--- src/rtl/alu32_issue_ctrl_if.sv ---
// Command and result handshake bundle for alu32_issue_ctrl.
// master = upstream requester, slave = the issue controller.
interface alu32_issue_ctrl_if #(
    parameter int DATA_W = 32,
    parameter int SEL_W  = 2,
    parameter int TAG_W  = 4
);
    logic              cmd_valid;
    logic              cmd_ready;
    logic [DATA_W-1:0] cmd_a;
    logic [DATA_W-1:0] cmd_b;
    logic [SEL_W-1:0]  cmd_sel;
    logic [TAG_W-1:0]  cmd_tag;
    logic              res_valid;
    logic              res_ready;
    logic [DATA_W-1:0] res_data;
    logic [TAG_W-1:0]  res_tag;

    modport master (
        output cmd_valid, cmd_a, cmd_b, cmd_sel, cmd_tag,
        output res_ready,
        input  cmd_ready,
        input  res_valid, res_data, res_tag
    );

    modport slave (
        input  cmd_valid, cmd_a, cmd_b, cmd_sel, cmd_tag,
        input  res_ready,
        output cmd_ready,
        output res_valid, res_data, res_tag
    );
endinterface

--- src/rtl/alu32_issue_ctrl.sv ---
// Issue controller for the registered ALU: credit-limited issue,
// marker pipe capture, FWFT result FIFO. Optional macro: ALU_TAG_EN.
module alu32_issue_ctrl #(
    parameter int DATA_W  = 32,
    parameter int SEL_W   = 2,
    parameter int ALU_LAT = 1,
    parameter int DEPTH   = 4,
    parameter int TAG_W   = 4
) (
    input  logic              clk,
    input  logic              rst,
    alu32_issue_ctrl_if.slave io,
    output logic [DATA_W-1:0] alu_a,
    output logic [DATA_W-1:0] alu_b,
    output logic [SEL_W-1:0]  alu_sel,
    input  logic [DATA_W-1:0] alu_out,
    output logic              busy
);

    localparam int PTR_W = $clog2(DEPTH);
    localparam int CNT_W = $clog2(DEPTH) + 1;
    localparam logic [CNT_W:0] CAP = (CNT_W + 1)'(DEPTH);

    logic [ALU_LAT:0]  mark;
    logic [CNT_W-1:0]  inflight;
    logic [CNT_W-1:0]  inflight_n;
    logic [CNT_W-1:0]  count;
    logic [CNT_W-1:0]  count_n;
    logic [PTR_W-1:0]  wr_ptr;
    logic [PTR_W-1:0]  rd_ptr;
    logic [DATA_W-1:0] dmem [DEPTH];
    logic [DATA_W-1:0] last_d;
    logic              accept;
    logic              pop;
    logic              cap;

    // Credits come from registered counts only; rst alone gates them.
    assign io.cmd_ready = !rst &&
        (({1'b0, inflight} + {1'b0, count}) < CAP);

    assign accept = io.cmd_valid && io.cmd_ready;
    assign cap    = mark[ALU_LAT];
    assign io.res_valid = (count != '0);
    assign pop    = io.res_valid && io.res_ready;
    assign busy   = (inflight != '0) || (count != '0);
    assign io.res_data = io.res_valid ? dmem[rd_ptr] : last_d;

    // Next in-flight and FIFO occupancy.
    always_comb begin
        inflight_n = inflight;
        count_n    = count;
        unique case ({accept, cap})
            2'b10:   inflight_n = inflight + CNT_W'(1);
            2'b01:   inflight_n = inflight - CNT_W'(1);
            default: inflight_n = inflight;
        endcase
        unique case ({cap, pop})
            2'b10:   count_n = count + CNT_W'(1);
            2'b01:   count_n = count - CNT_W'(1);
            default: count_n = count;
        endcase
    end

    // Control state, ALU operand registers and FIFO pointers.
    always_ff @(posedge clk) begin
        if (rst) begin
            mark     <= '0;
            inflight <= '0;
            count    <= '0;
            wr_ptr   <= '0;
            rd_ptr   <= '0;
            last_d   <= '0;
            alu_a    <= '0;
            alu_b    <= '0;
            alu_sel  <= '0;
        end else begin
            mark     <= (mark << 1) | (ALU_LAT + 1)'(accept);
            inflight <= inflight_n;
            count    <= count_n;
            if (cap) begin
                wr_ptr <= wr_ptr + PTR_W'(1);
            end
            if (pop) begin
                rd_ptr <= rd_ptr + PTR_W'(1);
                last_d <= dmem[rd_ptr];
            end
            if (accept) begin
                alu_a   <= io.cmd_a;
                alu_b   <= io.cmd_b;
                alu_sel <= io.cmd_sel;
            end
        end
    end

    // Result storage; the marker pipe decides which ALU outputs count.
    always_ff @(posedge clk) begin
        if (cap && !rst) begin
            dmem[wr_ptr] <= alu_out;
        end
    end

`ifdef ALU_TAG_EN
    logic [TAG_W-1:0] tpipe [ALU_LAT+1];
    logic [TAG_W-1:0] tmem [DEPTH];
    logic [TAG_W-1:0] last_t;

    assign io.res_tag = io.res_valid ? tmem[rd_ptr] : last_t;

    // Tags ride alongside the markers; markers alone qualify them.
    always_ff @(posedge clk) begin
        tpipe[0] <= io.cmd_tag;
        for (int i = 1; i <= ALU_LAT; i++) begin
            tpipe[i] <= tpipe[i-1];
        end
    end

    // Tag storage written in step with the data FIFO.
    always_ff @(posedge clk) begin
        if (cap && !rst) begin
            tmem[wr_ptr] <= tpipe[ALU_LAT];
        end
    end

    // Last popped tag, shown while the FIFO is empty.
    always_ff @(posedge clk) begin
        if (rst) begin
            last_t <= '0;
        end else if (pop) begin
            last_t <= tmem[rd_ptr];
        end
    end
`else
    logic unused_tag;

    assign unused_tag = ^io.cmd_tag;
    assign io.res_tag = '0;
`endif

endmodule

--- src/flat_wrapper.sv ---
// flat-port wrapper written by rule: the top's interface ports become plain ports
module alu32_issue_ctrl_flat 
#(
    parameter int DATA_W  = 32,
    parameter int SEL_W   = 2,
    parameter int ALU_LAT = 1,
    parameter int DEPTH   = 4,
    parameter int TAG_W   = 4
)
  (clk, rst, alu_a, alu_b, alu_sel, alu_out, busy, io_cmd_valid, io_cmd_a, io_cmd_b, io_cmd_sel, io_cmd_tag, io_res_ready, io_cmd_ready, io_res_valid, io_res_data, io_res_tag);
  alu32_issue_ctrl_if #(.DATA_W(DATA_W), .SEL_W(SEL_W), .TAG_W(TAG_W)) io_i ();
  input  logic clk;
  input  logic rst;
  output logic [DATA_W-1:0] alu_a;
  output logic [DATA_W-1:0] alu_b;
  output logic [SEL_W-1:0] alu_sel;
  input  logic [DATA_W-1:0] alu_out;
  output logic busy;
  input wire logic [$bits(io_i.cmd_valid)-1:0] io_cmd_valid;
  input wire logic [$bits(io_i.cmd_a)-1:0] io_cmd_a;
  input wire logic [$bits(io_i.cmd_b)-1:0] io_cmd_b;
  input wire logic [$bits(io_i.cmd_sel)-1:0] io_cmd_sel;
  input wire logic [$bits(io_i.cmd_tag)-1:0] io_cmd_tag;
  input wire logic [$bits(io_i.res_ready)-1:0] io_res_ready;
  output wire logic [$bits(io_i.cmd_ready)-1:0] io_cmd_ready;
  output wire logic [$bits(io_i.res_valid)-1:0] io_res_valid;
  output wire logic [$bits(io_i.res_data)-1:0] io_res_data;
  output wire logic [$bits(io_i.res_tag)-1:0] io_res_tag;
  assign io_i.cmd_valid = io_cmd_valid;
  assign io_i.cmd_a = io_cmd_a;
  assign io_i.cmd_b = io_cmd_b;
  assign io_i.cmd_sel = io_cmd_sel;
  assign io_i.cmd_tag = io_cmd_tag;
  assign io_i.res_ready = io_res_ready;
  assign io_cmd_ready = io_i.cmd_ready;
  assign io_res_valid = io_i.res_valid;
  assign io_res_data = io_i.res_data;
  assign io_res_tag = io_i.res_tag;
  alu32_issue_ctrl #(.DATA_W(DATA_W), .SEL_W(SEL_W), .ALU_LAT(ALU_LAT), .DEPTH(DEPTH), .TAG_W(TAG_W)) u_core (.clk(clk), .rst(rst), .io(io_i), .alu_a(alu_a), .alu_b(alu_b), .alu_sel(alu_sel), .alu_out(alu_out), .busy(busy));
endmodule
--- config.mk ---
export PLATFORM = sky130hd
export DESIGN_NAME = alu32_issue_ctrl_flat
export DESIGN_NICKNAME = d
export VERILOG_FILES = /design/src/rtl/alu32_issue_ctrl_if.sv /design/src/rtl/alu32_issue_ctrl.sv /design/src/flat_wrapper.sv
export SDC_FILE = /design/constraint.sdc
export NUM_CORES = 1
export LEC_CHECK = 0
export CORE_ASPECT_RATIO = 1.5
export CORE_MARGIN = 1.5
export CORE_UTILIZATION = 30
export CTS_CLUSTER_DIAMETER = 200
export DETAILED_ROUTE_END_ITERATION = 16
export GPL_TIMING_DRIVEN = 0
export PLACE_DENSITY_LB_ADDON = 0.12
export SETUP_SLACK_MARGIN = 0.5
export SLEW_MARGIN = 20
export SYNTH_ARGS = -nofsm -noshare
export SYNTH_HDL_FRONTEND = slang
export SYNTH_SLANG_ARGS = --single-unit
--- constraint.sdc ---
create_clock -name clk -period 3.23 [get_ports clk]
set_input_delay 0.8075 -clock clk [delete_from_list [all_inputs] [get_ports clk]]
set_output_delay 0.8075 -clock clk [all_outputs]
set_load 0.05 [all_outputs]
# Yosys cells after proc, flatten, opt, wreduce, memory -nomap -nowiden
# Memories as Yosys holds them, arrays and structs flattened. A register that Yosys moved wholly into a read port is not among the register bits.
# Cells that the tools add are included.
[classes] addsub=7 multipliers=0 div=0 n_lt_le_gt_ge=1 n_eq_ne=4 shifts=0 muxes=7 bitwise_logic=1 n_reduce_logical=10
[ops] operator="$mux 32" n=1
[ops] operator="$pmux 3 s2" n=2
[ops] operator="$add 3x1->3 const B" n=2
[ops] operator="$reduce_bool 3->1" n=2
[ops] operator="$sub 3x1->3 const B" n=2
[ops] operator="$add 2x1->2 const B" n=2
[ops] operator="$add 3x3->4" n=1
[ops] operator="$eq 2x1->1 const B" n=2
[ops] operator="$eq 2x2->1 const B" n=2
[ops] operator="$logic_and 1x1->1" n=4
[ops] operator="$lt 4x3->1 const B" n=1
[ops] operator="$mux 2" n=2
[ops] operator="$reduce_bool 2->1" n=2
[ops] operator="$mux 1" n=2
[ops] operator="$or 2x1->2" n=1
[ops] operator="$logic_not 1->1" n=1
[ops] operator="$logic_or 1x1->1" n=1
[word_totals] regBits=110 latchBits=0 ram_bits=128 mem_bits_ro=0 n_memories=1
[mem_list] memory="u_core.dmem" depth=4 width=32 rd=1 rd_clocked_by_memory_dff=1 write_ports=1 line="alu32_issue_ctrl.sv:31" source="logic [DATA_W-1:0] dmem [DEPTH];"

# Logic depth before layout (Yosys ltp)
[logic_depth] ltp_word=6 depth_mapped=12 depth_no_buf=10

# Least setup slack after synthesis
# OpenSTA, ideal clock, no wires.
[synth_timing] kind="in2out" start="input rst" end="output io_cmd_ready" arrival_time_ps=2239 t_required_ps=2423 setup_slack_ps=184 cell_stages=3 n_path_buf=1 path_cell_list="or4_4 clkbuf_1 nor2_1"
[synth_via] elab_chain_len=2
[synth_lines] element="start, declared" line="flat_wrapper.sv:13" source="input logic rst;"
[synth_lines] element="$logic_not 1->1" line="alu32_issue_ctrl.sv:38" source="assign io.cmd_ready = !rst &&"
[synth_lines] element="$logic_and 1x1->1" line="alu32_issue_ctrl.sv:38"
[synth_lines] element="end, declared" line="flat_wrapper.sv:25" source="output wire logic [$bits(io_i.cmd_ready)-1:0] io_cmd_ready;"
# No other way between the ends.

==> results by group <==
Setup path
  – Critical path endpoint: io_res_data[29]
  – Required time of the critical path: 2.42 ns
  – Internal reg-to-reg setup slack: 0.48 ns
  – Number of cells traversed by the worst register-to-register path: 13
  – Worst Path Class, Setup: reg -> out
  – Startpoint of the most critical register-to-register path: u_core.count[2]
  – Worst-path fanout max: 7
  – Crit end category: primary output
  – WP data arrival: 2.22 ns
  – End of the worst register-to-register path: u_core.inflight[2]
  – Sort of element at the start of the critical path: register

Global routing
  – Total congestion overflow after global routing: 0
  – Initial antenna violation count: 1
  – Maximum number of pins on one net before global-route repair: 20
  – Global-route usage over all layers: 0.1480
  – Global-route wire length before repair: 36.76 mm
  – Vias in the first global route: 6430

Timing
  – Final critical delay including setup and external delays: 3.026 ns
  – Unrepaired setup endpoints after global routing: true
  – Actual slew at the worst max-slew pin: 0.9199 ns
  – Highest achievable clock rate: 330.5 MHz
  – Final-report setup violation count: 0
  – Headroom to the max-slew limit: 0.3816
  – Part of the cycle the worst path needs: 0.9367
  – Max-slew violation count: 0
  – Final Hold Viols: 0
  – Total negative slack: 0 ns
  – Final setup skew: 0.008463 ns
  – Fin worst setup slack: 0.2043 ns

Route
  – Via density per instance: 4.588
  – Number of nets still failing antenna checks after routing: 0
  – Vias after detailed routing: 5836
  – Routed wire per std cell: 18.89 microns
  – Residual DRC count: 0
  – Detailed-route wire length: 24.02 mm
  – Number of iterations in the first detailed-routing pass: 4
  – DR iter-0 viols: 324

CTS
  – Clock sink count: 240
  – Maximum level of the CTS H-tree: 1
  – Total CTS buffers: 26
  – Quantity of hold-fixing buffers added after cts: 0
  – Max Buffers Root-to-Sink: 3
  – Clock latency on the worst-skew pair: 0.53 ns
  – CTS tree: done
  – Cell at the root of the clock tree: sky130_fd_sc_hd__clkbuf_16
  – Clock input transition at the sequential cells of the worst setup and hold paths: 0.06 ns

Yosys
  – Dominant combinational cell family by area after synthesis: multiplexers
  – Proportion of synthesized chip area in sequential cells: 0.6469
  – Syn Inst Count: 587
  – Number of synthesized register bits: 240
  – Netlist Area Pre-Place: 9408 sq um
  – Synthesized area divided by synthesized cell count: 16.03 sq um
  – Post-synth top area cell: sky130_fd_sc_hd__edfxtp_1
  – Largest cells by area after synthesis: sky130_fd_sc_hd__edfxtp_1 (41%), sky130_fd_sc_hd__dfxtp_1 (24%), sky130_fd_sc_hd__mux4_2 (7.7%), sky130_fd_sc_hd__mux2_2 (7.1%), sky130_fd_sc_hd__mux2_4 (4.6%)
  – Post-synthesis compound-gate area fraction: 0.04854
  – Count of different cell masters after synthesis: 34
  – Proportion of netlist area held by the largest area contributor: 0.4086
  – Xor-xnor portion of the synthesized cell area: 0.006517
  – Number of warnings issued by yosys: 0
  – Share of synthesized cell area in full adder, half adder and majority cells: 0.01490
  – Multiplexer share of the synthesized area: 0.1946
  – Area fraction in and, or, nand and nor cells after synthesis: 0.06105

Placement
  – Number of cells after detailed placement: 1201
  – Pre-CTS worst setup slack: -0.5281 ns
  – DPL Wire Length: 16.22 mm
  – Dpl cell area: 12070 sq um
  – Final weighted congestion in routability-driven placement: 0.7256
  – Port buffer count: 202

Floorplan
  – Cell row count: 79
  – DIE AREA: 32450 sq um
  – Count of pins on the block boundary: 211
  – Vertical die dimension: 219.9 microns
  – Initial core utilization: 0.3041
  – Die W: 147.6 microns
  – Core Footprint: 30940 sq um

Worst hold path
  – Hold wc startpoint: u_core.mark[0]
  – Path class of the lowest-slack min-delay path: reg -> reg
  – Cell depth of the worst hold path: 1

Run
  – Max Cap Viol: 0

Final layout
  – Fraction of final layout cells with drive strength greater than 1: 0.3103
  – Utilization after layout: 0.4366
  – Number of nets in the final layout: 963
  – N_diodes: 0
  – Most common cell after layout, fill and taps aside: sky130_fd_sc_hd__clkdlybuf4s50_1
  – Count of placed standard cells in the final layout, fillers left out: 1272
  – Count of fill cells added during filler insertion: 2796
  – Area of all placed cells without fillers: 13510 sq um
  – Synth-to-Final Area Change: 43.58%
  – Commonest cells after routing, fill and taps aside: sky130_fd_sc_hd__clkdlybuf4s50_1 (166), sky130_fd_sc_hd__edfxtp_1 (128), sky130_fd_sc_hd__dfxtp_1 (107), sky130_fd_sc_hd__nor2b_1 (57)

Run status
  – Run status: finished, final reports clean

Power and ir drop
  – Worst vdd ir: 0.0003959 V
  – Leakage dissipation: 0.004952 uW
  – P per Cell Area: 826.6 nW/um^2
through the flow:
step | total power [uW] | hold slack (ns)
after global routing | 11640 | 0.4577
final | 11170 | 0.4353
after global placement | 7412 | 0.4439
after floorplan | 6229 | 0.4138
after detailed placement | 7452 | 0.4247
after CTS | 11210 | 0.4426
cell families (layout without fill, tap and decap cells):
group | Yosys count | count (layout)
other | 1 | 4
and+or+nand+nor | 94 | 94
adders and majority gates | 10 | 10
buffers and inverters | 53 | 330
xor gates and xnor gates | 7 | 7
DFF | 240 | 240
AOI/OAI and AO/OA | 61 | 61
muxes | 121 | 121
where the power goes:
part / internal (uW) / leakage (uW) / switching (uW)
registers: 3440 / 0.00207 / 131
clock network: 1650 / 0.000388 / 1210
logic: 2230 / 0.00249 / 2500
registers in the layout, indices dropped and copies added (netlist names), named ones only:
name / flops
u_core.alu_a: 32
u_core.alu_b: 32
u_core.alu_sel: 2
u_core.count: 3
u_core.dmem: 128
u_core.inflight: 3
u_core.last_d: 32
u_core.mark: 2
u_core.rd_ptr: 2
u_core.wr_ptr: 2
area by class of cell:
class | instances | area [sq um] | area share
multi-input combinational | 297 | 3186 | 0.2358
clock buffer | 33 | 718.2 | 0.05317
tap | 405 | 506.7 | 0.03751
sequential | 240 | 6095 | 0.4512
clock inverter | 15 | 105.1 | 0.007781
timing repair buffer | 229 | 2459 | 0.1820
buffer | 41 | 394.1 | 0.02918
inverter | 12 | 45.04 | 0.003335
metal layers:
metal  up-vias  share of wire  track usage
met1      2904           0.37       0.1543
met3        22          0.067      0.04099
met4         2          0.019      0.04500
met2       180           0.55       0.2841
met5         -        0.00054            0
li1       2728              -            -
worst min-delay path by stage:
stage | endpoint | slack (ns)
3_3_place_gp | u_core.mark[1] | 0.44
4_1_cts | u_core.mark[1] | 0.44
6_report | u_core.mark[1] | 0.44
3_5_place_dp | u_core.mark[1] | 0.42
2_1_floorplan | u_core.mark[1] | 0.41
5_1_grt | u_core.mark[1] | 0.46
synthesized netlist by cell type:
cell,instances
sky130_fd_sc_hd__a21oi_1,15
sky130_fd_sc_hd__a22o_1,32
sky130_fd_sc_hd__and2_1,4
sky130_fd_sc_hd__and3_1,1
sky130_fd_sc_hd__buf_1,3
sky130_fd_sc_hd__buf_2,9
sky130_fd_sc_hd__buf_4,4
sky130_fd_sc_hd__buf_6,4
sky130_fd_sc_hd__clkbuf_1,21
sky130_fd_sc_hd__conb_1,1
sky130_fd_sc_hd__dfxtp_1,112
sky130_fd_sc_hd__edfxtp_1,128
sky130_fd_sc_hd__fa_1,2
sky130_fd_sc_hd__ha_1,8
sky130_fd_sc_hd__inv_1,11
sky130_fd_sc_hd__inv_2,1
sky130_fd_sc_hd__mux2_2,59
sky130_fd_sc_hd__mux2_4,29
sky130_fd_sc_hd__mux2i_1,1
sky130_fd_sc_hd__mux4_2,32
sky130_fd_sc_hd__nand3_1,1
sky130_fd_sc_hd__nand4_1,10
sky130_fd_sc_hd__nor2_1,14
sky130_fd_sc_hd__nor2b_1,57
sky130_fd_sc_hd__nor3_4,1
sky130_fd_sc_hd__nor4_2,1
sky130_fd_sc_hd__o21ai_0,2
sky130_fd_sc_hd__o311ai_0,1
sky130_fd_sc_hd__o31ai_1,11
sky130_fd_sc_hd__or3_1,3
sky130_fd_sc_hd__or4_1,1
sky130_fd_sc_hd__or4_4,1
sky130_fd_sc_hd__xnor2_1,1
sky130_fd_sc_hd__xor2_1,6
repair_timing:
| action | 4_1_cts | 5_1_grt |
|---|---|---|
| gates cloned | 4 | 1 |
| pin swaps | 1 | 1 |
| gates resized for setup | 327 | 13 |
| endpoints found under the setup margin | 152 | 85 |
| buffers inserted | 11 | 7 |
worst max-delay path, stage by stage, from the launching register on:
cell                        delay [ns]
sky130_fd_sc_hd__dfxtp_2          0.34
sky130_fd_sc_hd__clkbuf_16        0.17
sky130_fd_sc_hd__buf_12           0.11
sky130_fd_sc_hd__buf_16           0.12
sky130_fd_sc_hd__mux4_2           0.51
sky130_fd_sc_hd__mux2_4           0.29
sky130_fd_sc_hd__buf_8            0.15
Power figures use the tool's default switching activity.
